===== src/rtl/bcam_ctrl_if.sv =====
// rtl/bcam_ctrl_if.sv - lookup/update request, response and CAM port bundle for bcam_ctrl
interface bcam_ctrl_if #(
   parameter int CAMD = 16,
   parameter int CAMW = 8
);
   localparam int ADDRW = $clog2(CAMD);

   logic             lkValid;
   logic [CAMW-1:0]  lkPatt;
   logic             lkReady;
   logic             lkRspVld;
   logic             lkHit;
   logic [ADDRW-1:0] lkAddr;

   logic             upValid;
   logic             upOp;
   logic [CAMW-1:0]  upPatt;
   logic [ADDRW-1:0] upAddr;
   logic             upReady;
   logic             upRspVld;
   logic [ADDRW-1:0] upRspAddr;
   logic             upRspDup;
   logic [1:0]       upRspErr;

   logic             busy;
   logic [ADDRW:0]   count;

   logic             camWEnb;
   logic [ADDRW-1:0] camWAddr;
   logic [CAMW-1:0]  camWPatt;
   logic [CAMW-1:0]  camMPatt;
   logic             camMatch;
   logic [ADDRW-1:0] camMAddr;

   modport slave (
      input  lkValid, lkPatt, upValid, upOp, upPatt, upAddr, camMatch, camMAddr,
      output lkReady, lkRspVld, lkHit, lkAddr, upReady, upRspVld, upRspAddr, upRspDup, upRspErr,
             busy, count, camWEnb, camWAddr, camWPatt, camMPatt
   );

   modport master (
      output lkValid, lkPatt, upValid, upOp, upPatt, upAddr, camMatch, camMAddr,
      input  lkReady, lkRspVld, lkHit, lkAddr, upReady, upRspVld, upRspAddr, upRspDup, upRspErr,
             busy, count, camWEnb, camWAddr, camWPatt, camMPatt
   );
endinterface


===== src/rtl/bcam_ctrl.sv =====
// rtl/bcam_ctrl.sv - serial request controller for a binary CAM
// Nulls every entry after reset, arbitrates lookup/update, allocates lowest free entry.
module bcam_ctrl #(
   parameter int             CAMD  = 16,
   parameter int             CAMW  = 8,
   parameter int             MLAT  = 1,
   parameter logic [CAMW-1:0] NULLP = {CAMW{1'b1}}
) (
   input logic        clk,
   input logic        rst,
   bcam_ctrl_if.slave bus
);
   localparam int ADDRW = $clog2(CAMD);
   localparam int LATW  = (MLAT > 1) ? $clog2(MLAT) : 1;

   typedef enum logic [2:0] {S_INIT, S_IDLE, S_LOOK, S_WAIT, S_DECIDE, S_WRITE, S_RESP} state_e;

   state_e           state_q, state_d;
   logic [ADDRW-1:0] init_addr_q, init_addr_d;
   logic [CAMD-1:0]  occ_q, occ_d;
   logic [ADDRW:0]   count_q, count_d;
   logic             rr_q, rr_d;
   logic             is_lk_q, is_lk_d;
   logic             op_q, op_d;
   logic [CAMW-1:0]  patt_q, patt_d;
   logic [ADDRW-1:0] addr_q, addr_d;
   logic [LATW-1:0]  lat_q, lat_d;
   logic             lk_hit_q, lk_hit_d;
   logic [ADDRW-1:0] lk_addr_q, lk_addr_d;
   logic [ADDRW-1:0] up_addr_q, up_addr_d;
   logic             up_dup_q, up_dup_d;
   logic [1:0]       up_err_q, up_err_d;

   logic             idle, gnt_lk, gnt_up, hit, full;
   logic [ADDRW-1:0] free_addr;

   // rr_q set means lookup won last, so update has priority on the next tie
   assign idle   = (state_q == S_IDLE) && !rst;
   assign gnt_lk = idle && bus.lkValid && (!bus.upValid || !rr_q);
   assign gnt_up = idle && bus.upValid && (!bus.lkValid || rr_q);
   assign hit    = bus.camMatch && occ_q[bus.camMAddr] && (patt_q != NULLP);
   assign full   = (count_q == (ADDRW+1)'(CAMD));

   always_comb begin
      free_addr = '0;
      for (int i = CAMD-1; i >= 0; i--)
         if (!occ_q[i]) free_addr = ADDRW'(i);
   end

   always_ff @(posedge clk) begin
      if (rst) begin
         state_q     <= S_INIT;
         init_addr_q <= '0;
         occ_q       <= '0;
         count_q     <= '0;
         rr_q        <= 1'b0;
         is_lk_q     <= 1'b0;
         op_q        <= 1'b0;
         patt_q      <= '0;
         addr_q      <= '0;
         lat_q       <= '0;
         lk_hit_q    <= 1'b0;
         lk_addr_q   <= '0;
         up_addr_q   <= '0;
         up_dup_q    <= 1'b0;
         up_err_q    <= '0;
      end else begin
         state_q     <= state_d;
         init_addr_q <= init_addr_d;
         occ_q       <= occ_d;
         count_q     <= count_d;
         rr_q        <= rr_d;
         is_lk_q     <= is_lk_d;
         op_q        <= op_d;
         patt_q      <= patt_d;
         addr_q      <= addr_d;
         lat_q       <= lat_d;
         lk_hit_q    <= lk_hit_d;
         lk_addr_q   <= lk_addr_d;
         up_addr_q   <= up_addr_d;
         up_dup_q    <= up_dup_d;
         up_err_q    <= up_err_d;
      end
   end

   always_comb begin
      state_d = state_q;
      case (state_q)
         S_INIT:   if (init_addr_q == ADDRW'(CAMD-1)) state_d = S_IDLE;
         S_IDLE: begin
            if (gnt_lk)
               state_d = S_LOOK;
            else if (gnt_up) begin
               if (bus.upOp) state_d = occ_q[bus.upAddr] ? S_WRITE : S_RESP;
               else          state_d = (bus.upPatt == NULLP) ? S_RESP : S_LOOK;
            end
         end
         S_LOOK:   state_d = (MLAT == 1) ? S_DECIDE : S_WAIT;
         S_WAIT:   if (lat_q == LATW'(1)) state_d = S_DECIDE;
         S_DECIDE: state_d = (!is_lk_q && !hit && !full) ? S_WRITE : S_RESP;
         S_WRITE:  state_d = S_RESP;
         S_RESP:   state_d = S_IDLE;
         default:  state_d = S_INIT;
      endcase
   end

   always_comb begin
      init_addr_d = init_addr_q;
      occ_d       = occ_q;
      count_d     = count_q;
      rr_d        = rr_q;
      is_lk_d     = is_lk_q;
      op_d        = op_q;
      patt_d      = patt_q;
      addr_d      = addr_q;
      lat_d       = lat_q;
      lk_hit_d    = lk_hit_q;
      lk_addr_d   = lk_addr_q;
      up_addr_d   = up_addr_q;
      up_dup_d    = up_dup_q;
      up_err_d    = up_err_q;
      case (state_q)
         S_INIT: init_addr_d = init_addr_q + 1'b1;
         S_IDLE: begin
            if (gnt_lk || gnt_up) begin
               rr_d    = gnt_lk;
               is_lk_d = gnt_lk;
               op_d    = gnt_up && bus.upOp;
               patt_d  = gnt_lk ? bus.lkPatt : bus.upPatt;
               addr_d  = bus.upAddr;
            end
            // requests rejected without CAM access load their response here
            if (gnt_up && bus.upOp && !occ_q[bus.upAddr]) begin
               up_addr_d = bus.upAddr;
               up_dup_d  = 1'b0;
               up_err_d  = 2'd3;
            end else if (gnt_up && !bus.upOp && bus.upPatt == NULLP) begin
               up_addr_d = '0;
               up_dup_d  = 1'b0;
               up_err_d  = 2'd2;
            end
         end
         S_LOOK: lat_d = LATW'(MLAT-1);
         S_WAIT: lat_d = lat_q - 1'b1;
         S_DECIDE: begin
            if (is_lk_q) begin
               lk_hit_d  = hit;
               lk_addr_d = hit ? bus.camMAddr : '0;
            end else if (hit) begin
               up_addr_d = bus.camMAddr;
               up_dup_d  = 1'b1;
               up_err_d  = 2'd0;
            end else if (full) begin
               up_addr_d = '0;
               up_dup_d  = 1'b0;
               up_err_d  = 2'd1;
            end else begin
               addr_d = free_addr;
            end
         end
         S_WRITE: begin
            occ_d[addr_q] = !op_q;
            count_d       = op_q ? count_q - 1'b1 : count_q + 1'b1;
            up_addr_d     = addr_q;
            up_dup_d      = 1'b0;
            up_err_d      = 2'd0;
         end
         default: ;
      endcase
   end

   always_comb begin
      bus.lkReady   = gnt_lk;
      bus.upReady   = gnt_up;
      bus.busy      = (state_q == S_INIT);
      bus.lkRspVld  = (state_q == S_RESP) && is_lk_q;
      bus.upRspVld  = (state_q == S_RESP) && !is_lk_q;
      bus.lkHit     = lk_hit_q;
      bus.lkAddr    = lk_addr_q;
      bus.upRspAddr = up_addr_q;
      bus.upRspDup  = up_dup_q;
      bus.upRspErr  = up_err_q;
      bus.count     = count_q;
      bus.camWEnb   = ((state_q == S_INIT) && !rst) || (state_q == S_WRITE);
      bus.camWAddr  = (state_q == S_INIT) ? init_addr_q : (state_q == S_WRITE) ? addr_q : '0;
      bus.camWPatt  = ((state_q == S_WRITE) && !op_q) ? patt_q : NULLP;
      bus.camMPatt  = ((state_q == S_LOOK) || (state_q == S_WAIT)) ? patt_q : '0;
   end
endmodule


===== src/flat_wrapper.sv =====
// flat-port wrapper written by rule: the top's interface ports become plain ports
module bcam_ctrl_flat 
#(
   parameter int             CAMD  = 16,
   parameter int             CAMW  = 8,
   parameter int             MLAT  = 1,
   parameter logic [CAMW-1:0] NULLP = {CAMW{1'b1}}
)
  (clk, rst, bus_lkValid, bus_lkPatt, bus_upValid, bus_upOp, bus_upPatt, bus_upAddr, bus_camMatch, bus_camMAddr, bus_lkReady, bus_lkRspVld, bus_lkHit, bus_lkAddr, bus_upReady, bus_upRspVld, bus_upRspAddr, bus_upRspDup, bus_upRspErr, bus_busy, bus_count, bus_camWEnb, bus_camWAddr, bus_camWPatt, bus_camMPatt);
  bcam_ctrl_if #(.CAMD(CAMD), .CAMW(CAMW)) bus_i ();
  input logic clk;
  input logic rst;
  input wire logic [$bits(bus_i.lkValid)-1:0] bus_lkValid;
  input wire logic [$bits(bus_i.lkPatt)-1:0] bus_lkPatt;
  input wire logic [$bits(bus_i.upValid)-1:0] bus_upValid;
  input wire logic [$bits(bus_i.upOp)-1:0] bus_upOp;
  input wire logic [$bits(bus_i.upPatt)-1:0] bus_upPatt;
  input wire logic [$bits(bus_i.upAddr)-1:0] bus_upAddr;
  input wire logic [$bits(bus_i.camMatch)-1:0] bus_camMatch;
  input wire logic [$bits(bus_i.camMAddr)-1:0] bus_camMAddr;
  output wire logic [$bits(bus_i.lkReady)-1:0] bus_lkReady;
  output wire logic [$bits(bus_i.lkRspVld)-1:0] bus_lkRspVld;
  output wire logic [$bits(bus_i.lkHit)-1:0] bus_lkHit;
  output wire logic [$bits(bus_i.lkAddr)-1:0] bus_lkAddr;
  output wire logic [$bits(bus_i.upReady)-1:0] bus_upReady;
  output wire logic [$bits(bus_i.upRspVld)-1:0] bus_upRspVld;
  output wire logic [$bits(bus_i.upRspAddr)-1:0] bus_upRspAddr;
  output wire logic [$bits(bus_i.upRspDup)-1:0] bus_upRspDup;
  output wire logic [$bits(bus_i.upRspErr)-1:0] bus_upRspErr;
  output wire logic [$bits(bus_i.busy)-1:0] bus_busy;
  output wire logic [$bits(bus_i.count)-1:0] bus_count;
  output wire logic [$bits(bus_i.camWEnb)-1:0] bus_camWEnb;
  output wire logic [$bits(bus_i.camWAddr)-1:0] bus_camWAddr;
  output wire logic [$bits(bus_i.camWPatt)-1:0] bus_camWPatt;
  output wire logic [$bits(bus_i.camMPatt)-1:0] bus_camMPatt;
  assign bus_i.lkValid = bus_lkValid;
  assign bus_i.lkPatt = bus_lkPatt;
  assign bus_i.upValid = bus_upValid;
  assign bus_i.upOp = bus_upOp;
  assign bus_i.upPatt = bus_upPatt;
  assign bus_i.upAddr = bus_upAddr;
  assign bus_i.camMatch = bus_camMatch;
  assign bus_i.camMAddr = bus_camMAddr;
  assign bus_lkReady = bus_i.lkReady;
  assign bus_lkRspVld = bus_i.lkRspVld;
  assign bus_lkHit = bus_i.lkHit;
  assign bus_lkAddr = bus_i.lkAddr;
  assign bus_upReady = bus_i.upReady;
  assign bus_upRspVld = bus_i.upRspVld;
  assign bus_upRspAddr = bus_i.upRspAddr;
  assign bus_upRspDup = bus_i.upRspDup;
  assign bus_upRspErr = bus_i.upRspErr;
  assign bus_busy = bus_i.busy;
  assign bus_count = bus_i.count;
  assign bus_camWEnb = bus_i.camWEnb;
  assign bus_camWAddr = bus_i.camWAddr;
  assign bus_camWPatt = bus_i.camWPatt;
  assign bus_camMPatt = bus_i.camMPatt;
  bcam_ctrl #(.CAMD(CAMD), .CAMW(CAMW), .MLAT(MLAT), .NULLP(NULLP)) u_core (.clk(clk), .rst(rst), .bus(bus_i));
endmodule

===== config.mk =====
export PLATFORM = sky130hd
export DESIGN_NAME = bcam_ctrl_flat
export DESIGN_NICKNAME = d
export VERILOG_FILES = /design/src/rtl/bcam_ctrl_if.sv /design/src/rtl/bcam_ctrl.sv /design/src/flat_wrapper.sv
export SDC_FILE = /design/constraint.sdc
export NUM_CORES = 1
export LEC_CHECK = 0
export BUFFER_PORTS_ARGS = -buffer_cell sky130_fd_sc_hd__clkbuf_2
export CORE_UTILIZATION = 50
export CTS_BUF_LIST = sky130_fd_sc_hd__clkbuf_8
export DETAILED_ROUTE_END_ITERATION = 8
export HOLD_SLACK_MARGIN = 0.1
export PLACE_DENSITY_LB_ADDON = 0.3
export SETUP_SLACK_MARGIN = 0.3
export SYNTH_ARGS = -nofsm -noshare
export SYNTH_HDL_FRONTEND = slang
export SYNTH_SLANG_ARGS = --single-unit
export TNS_END_PERCENT = 100

===== constraint.sdc =====
create_clock -name clk -period 2.2 [get_ports clk]
set_input_delay 0.22 -clock clk [delete_from_list [all_inputs] [get_ports clk]]
set_output_delay 0.22 -clock clk [all_outputs]
set_load 0.05 [all_outputs]

==> reports/results.tsv <==
stage	metric	value	unit
outcome	status	finished, violations left	
outcome	failing checks	DRC	
synth	Distinct cells, synth	62	
route	total number of vias	3960	
final_layout	# fillers	422	
global_route	initial antenna violation count	0	
global_route	grt ovf	0	
floorplanning	FP Rows	29	
power_and_ir_drop	Sw Ratio	0.274	
timing	Final Hold Viols	0	
worst_setup_path	worst path buffer plus inverter count	3	
worst_setup_path	CP Capture Type	primary output	
timing	minimum clock period	2080	ps
route	Detailed Routing Iterations Pass 1	7	
timing	RSZ-0062 raised after global routing	true	
worst_setup_path	CP Cell Sequence	buf_4 > o21ai_0 > nand3_2 > inv_1 > clkbuf_8	
power_and_ir_drop	sequential power share	0.558	
worst_setup_path	Worst Setup Path Type	reg -> out	
route	drt total wl	11500	um
clock_tree	clk_lat worst skew	320	ps
floorplanning	Die ar.	7220	um2
timing	Clock Skew	14.7	ps
clock_tree	Post-CTS Hold Buffers	0	
synth	post-synthesis cell count	427	
synth	Seq/Total Area, Yosys	0.320	
placed_design	IO buf count	72	
job	max cap viols	0	
final_layout	commonest cells after routing, fill and taps aside	buf_4, clkbuf_2, dfxtp_1	
final_layout	layout cell share with drive strength beyond 1	0.404	
timing	setup TNS	0	ps
worst_setup_path	CP max stage delay	560	ps
clock_tree	htree depth	2	
global_route	Tot GR Track Use	0.310	
synth	Avg Cell Area, Syn	8.06	um2
worst_setup_path	CP arrival	1860	ps
clock_tree	clk slew on worst S/H paths	110	ps
worst_setup_path	slowest CP cell	o21ai_0	
floorplanning	# IOs	73	
worst_setup_path	Startpoint Class	register	
power_and_ir_drop	Lkg Pwr	1.88	nW
timing	Worst-Margin Slew	674	ps
route	drt first-iter violations	667	
worst_setup_path	critical path peak fanout	7	
placed_design	gpl congestion	1.04	
synth	synthesized flop and latch total	55	
clock_tree	Root Driver	clkbuf_8	
worst_setup_path	CP required	1980	ps
route	post-DR wirelength/cell	18.7	um
timing	fmax	482	MHz
global_route	first-pass GRT wire length	18000	um
synth	Yosys warnings	0	
timing	Slew headroom	0.546	
power_and_ir_drop	Clock Power Share	0.329	
global_route	number of global-route vias before repair	3569	
final_layout	Core Util, Final	0.738	
floorplanning	Die H	85.0	um
synth	ys flop type	dfxtp_1	
global_route	largest net degree at the start of global routing	56	
worst_setup_path	delay-heaviest family, CP	compound AO/OA/AOI/OAI gates	
final_layout	most common cell after layout, fill and taps aside	buf_4	
power_and_ir_drop	Final Power	1.79	mW
clock_tree	CTS tree	done	
final_layout	P&R area growth vs syn	39.3	%
power_and_ir_drop	Combinational Power Share	0.113	
timing	fin worst setup slack	124	ps
synth	Post-synth EDFFs	0	
power_and_ir_drop	Int Pwr	1.30	mW
synth	asr flop ratio synth	0	
route	DRC Markers	6	
placed_design	detailed placer's ending HPWL	7280	um
final_layout	final instance area	4790	um2
route	routed vias/inst	6.45	
floorplanning	width of the die	85.0	um
clock_tree	CTS Sinks	55	
clock_tree	CTS Buf Count	5	
timing	endpoints failing setup	0	
placed_design	dpl ws	60.4	ps
placed_design	placed cell areas	4100	um2
timing	fin. max-slew vios	0	
floorplanning	Initial Utilization	0.530	
clock_tree	Clock Path Buffers	2	
route	post-route ant nets	0	
power_and_ir_drop	maximum vdd ir drop	0.286	mV
timing	crit share post-route	0.944	
power_and_ir_drop	Pwr per Cell Area	374	nW/um2
synth	syn nets	462	
power_and_ir_drop	NetSw	491	uW
floorplanning	core area	6490	um2
final_layout	Final nets	571	
synth	post-synthesis cell area	3440	um2
worst_hold_path	Min-Delay Path Class	in -> reg	
final_layout	diode count	0	
==> worst min-delay path, stage by stage <==
cell and delay [ps]:
clkbuf_2 130, nand3_2 110, o31ai_1 70
==> Yosys cell counts, types with 5 or more instances <==
| library cell | number | share of area |
|---|---|---|
| dfxtp_1 | 55 | 0.32 |
| nor2_1 | 46 | 0.050 |
| o21ai_0 | 39 | 0.057 |
| a21oi_1 | 34 | 0.049 |
| nand2_1 | 24 | 0.026 |
| or3_1 | 22 | 0.040 |
| clkbuf_1 | 21 | 0.023 |
| nor3_1 | 21 | 0.031 |
| mux2i_1 | 15 | 0.044 |
| inv_1 | 14 | 0.015 |
| nand3_1 | 13 | 0.019 |
| and2_1 | 9 | 0.016 |
| a31oi_1 | 8 | 0.015 |
| nand4_1 | 8 | 0.015 |
| a211oi_1 | 6 | 0.013 |
| nor2b_1 | 5 | 0.0091 |
==> timing repair <==
item / CTS / global route
buffers inserted: 16 / 9
cloned: 1 / 0
endpoints found under the setup margin: 52 / 54
resized for setup: 66 / 58
pin swaps: 10 / 11
==> layout make-up <==
type / instances / area, um2 / share of cell area
Tap cell: 77 / 96.3 / 0.0201
Clock inverter: 3 / 18.8 / 0.00392
Inverter: 16 / 62.6 / 0.0131
Clock buffer: 5 / 68.8 / 0.0144
Sequential cell: 55 / 1130 / 0.236
Multi-Input combinational cell: 331 / 2400 / 0.502
Timing Repair Buffer: 127 / 1010 / 0.211
==> sequential cells by signal (all words and copies together), names as in the netlist, 2 cells and up <==
signal                count
u_core.bus.count          5
u_core.bus.lkAddr         4
u_core.occ_q             16
u_core.bus.upRspErr       2
u_core.patt_q             8
u_core.addr_q             4
u_core.state_q            3
u_core.init_addr_q        4
u_core.bus.upRspAddr      4
==> through the flow <==
stage          hold slack (ps)  std cells
6_report                   245        614
5_1_grt                    251        614
4_1_cts                    251        605
3_5_place_dp               455        580
3_3_place_gp               449        580
2_1_floorplan              368        427
==> path summary, 6_finish.rpt <==
kind | startpoint | to | depth (start not counted) | slack, ps
setup / recovery | u_core.rr_q | bus_lkReady | 5 | 120
hold / removal | bus_lkValid | u_core.rr_q | 3 | 250
setup reg to reg | u_core.occ_q[15] | u_core.addr_q[3] | 6 | 130
hold reg to reg | u_core.bus.lkAddr[3] | u_core.bus.lkAddr[3] | 2 | 480
==> metal layers <==
layer	routed length [um]	GRT usage	vias to the layer above
li1	-	-	1803
met1	4730	0.406	1867
met2	5430	0.519	245
met3	942	0.0477	45
met4	370	0.111	0
met5	0	0	-
==> cell families (layout without fill, tap and decap cells) <==
group	count (synthesis)	count (layout)	synth area share
AOI/OAI and AO/OA	132	132	0.264
DFF	55	55	0.320
buffers and inverters	41	151	0.0516
adders and majority gates	5	5	0.0204
xor gates and xnor gates	5	5	0.0127
and+or+nand+nor	167	167	0.247
muxes	22	22	0.0840
==> power by group through the flow <==
stage	Combinational, mW	Clock [mW]	Sequential [mW]
after floorplan	0.111	0	1.03
after global placement	0.181	0	1.03
after detailed placement	0.183	0	1.03
after CTS	0.190	0.592	0.999
after global routing	0.216	0.630	1.00
final	0.203	0.589	1.00
No activity file was read; power rests on OpenSTA's default activity.
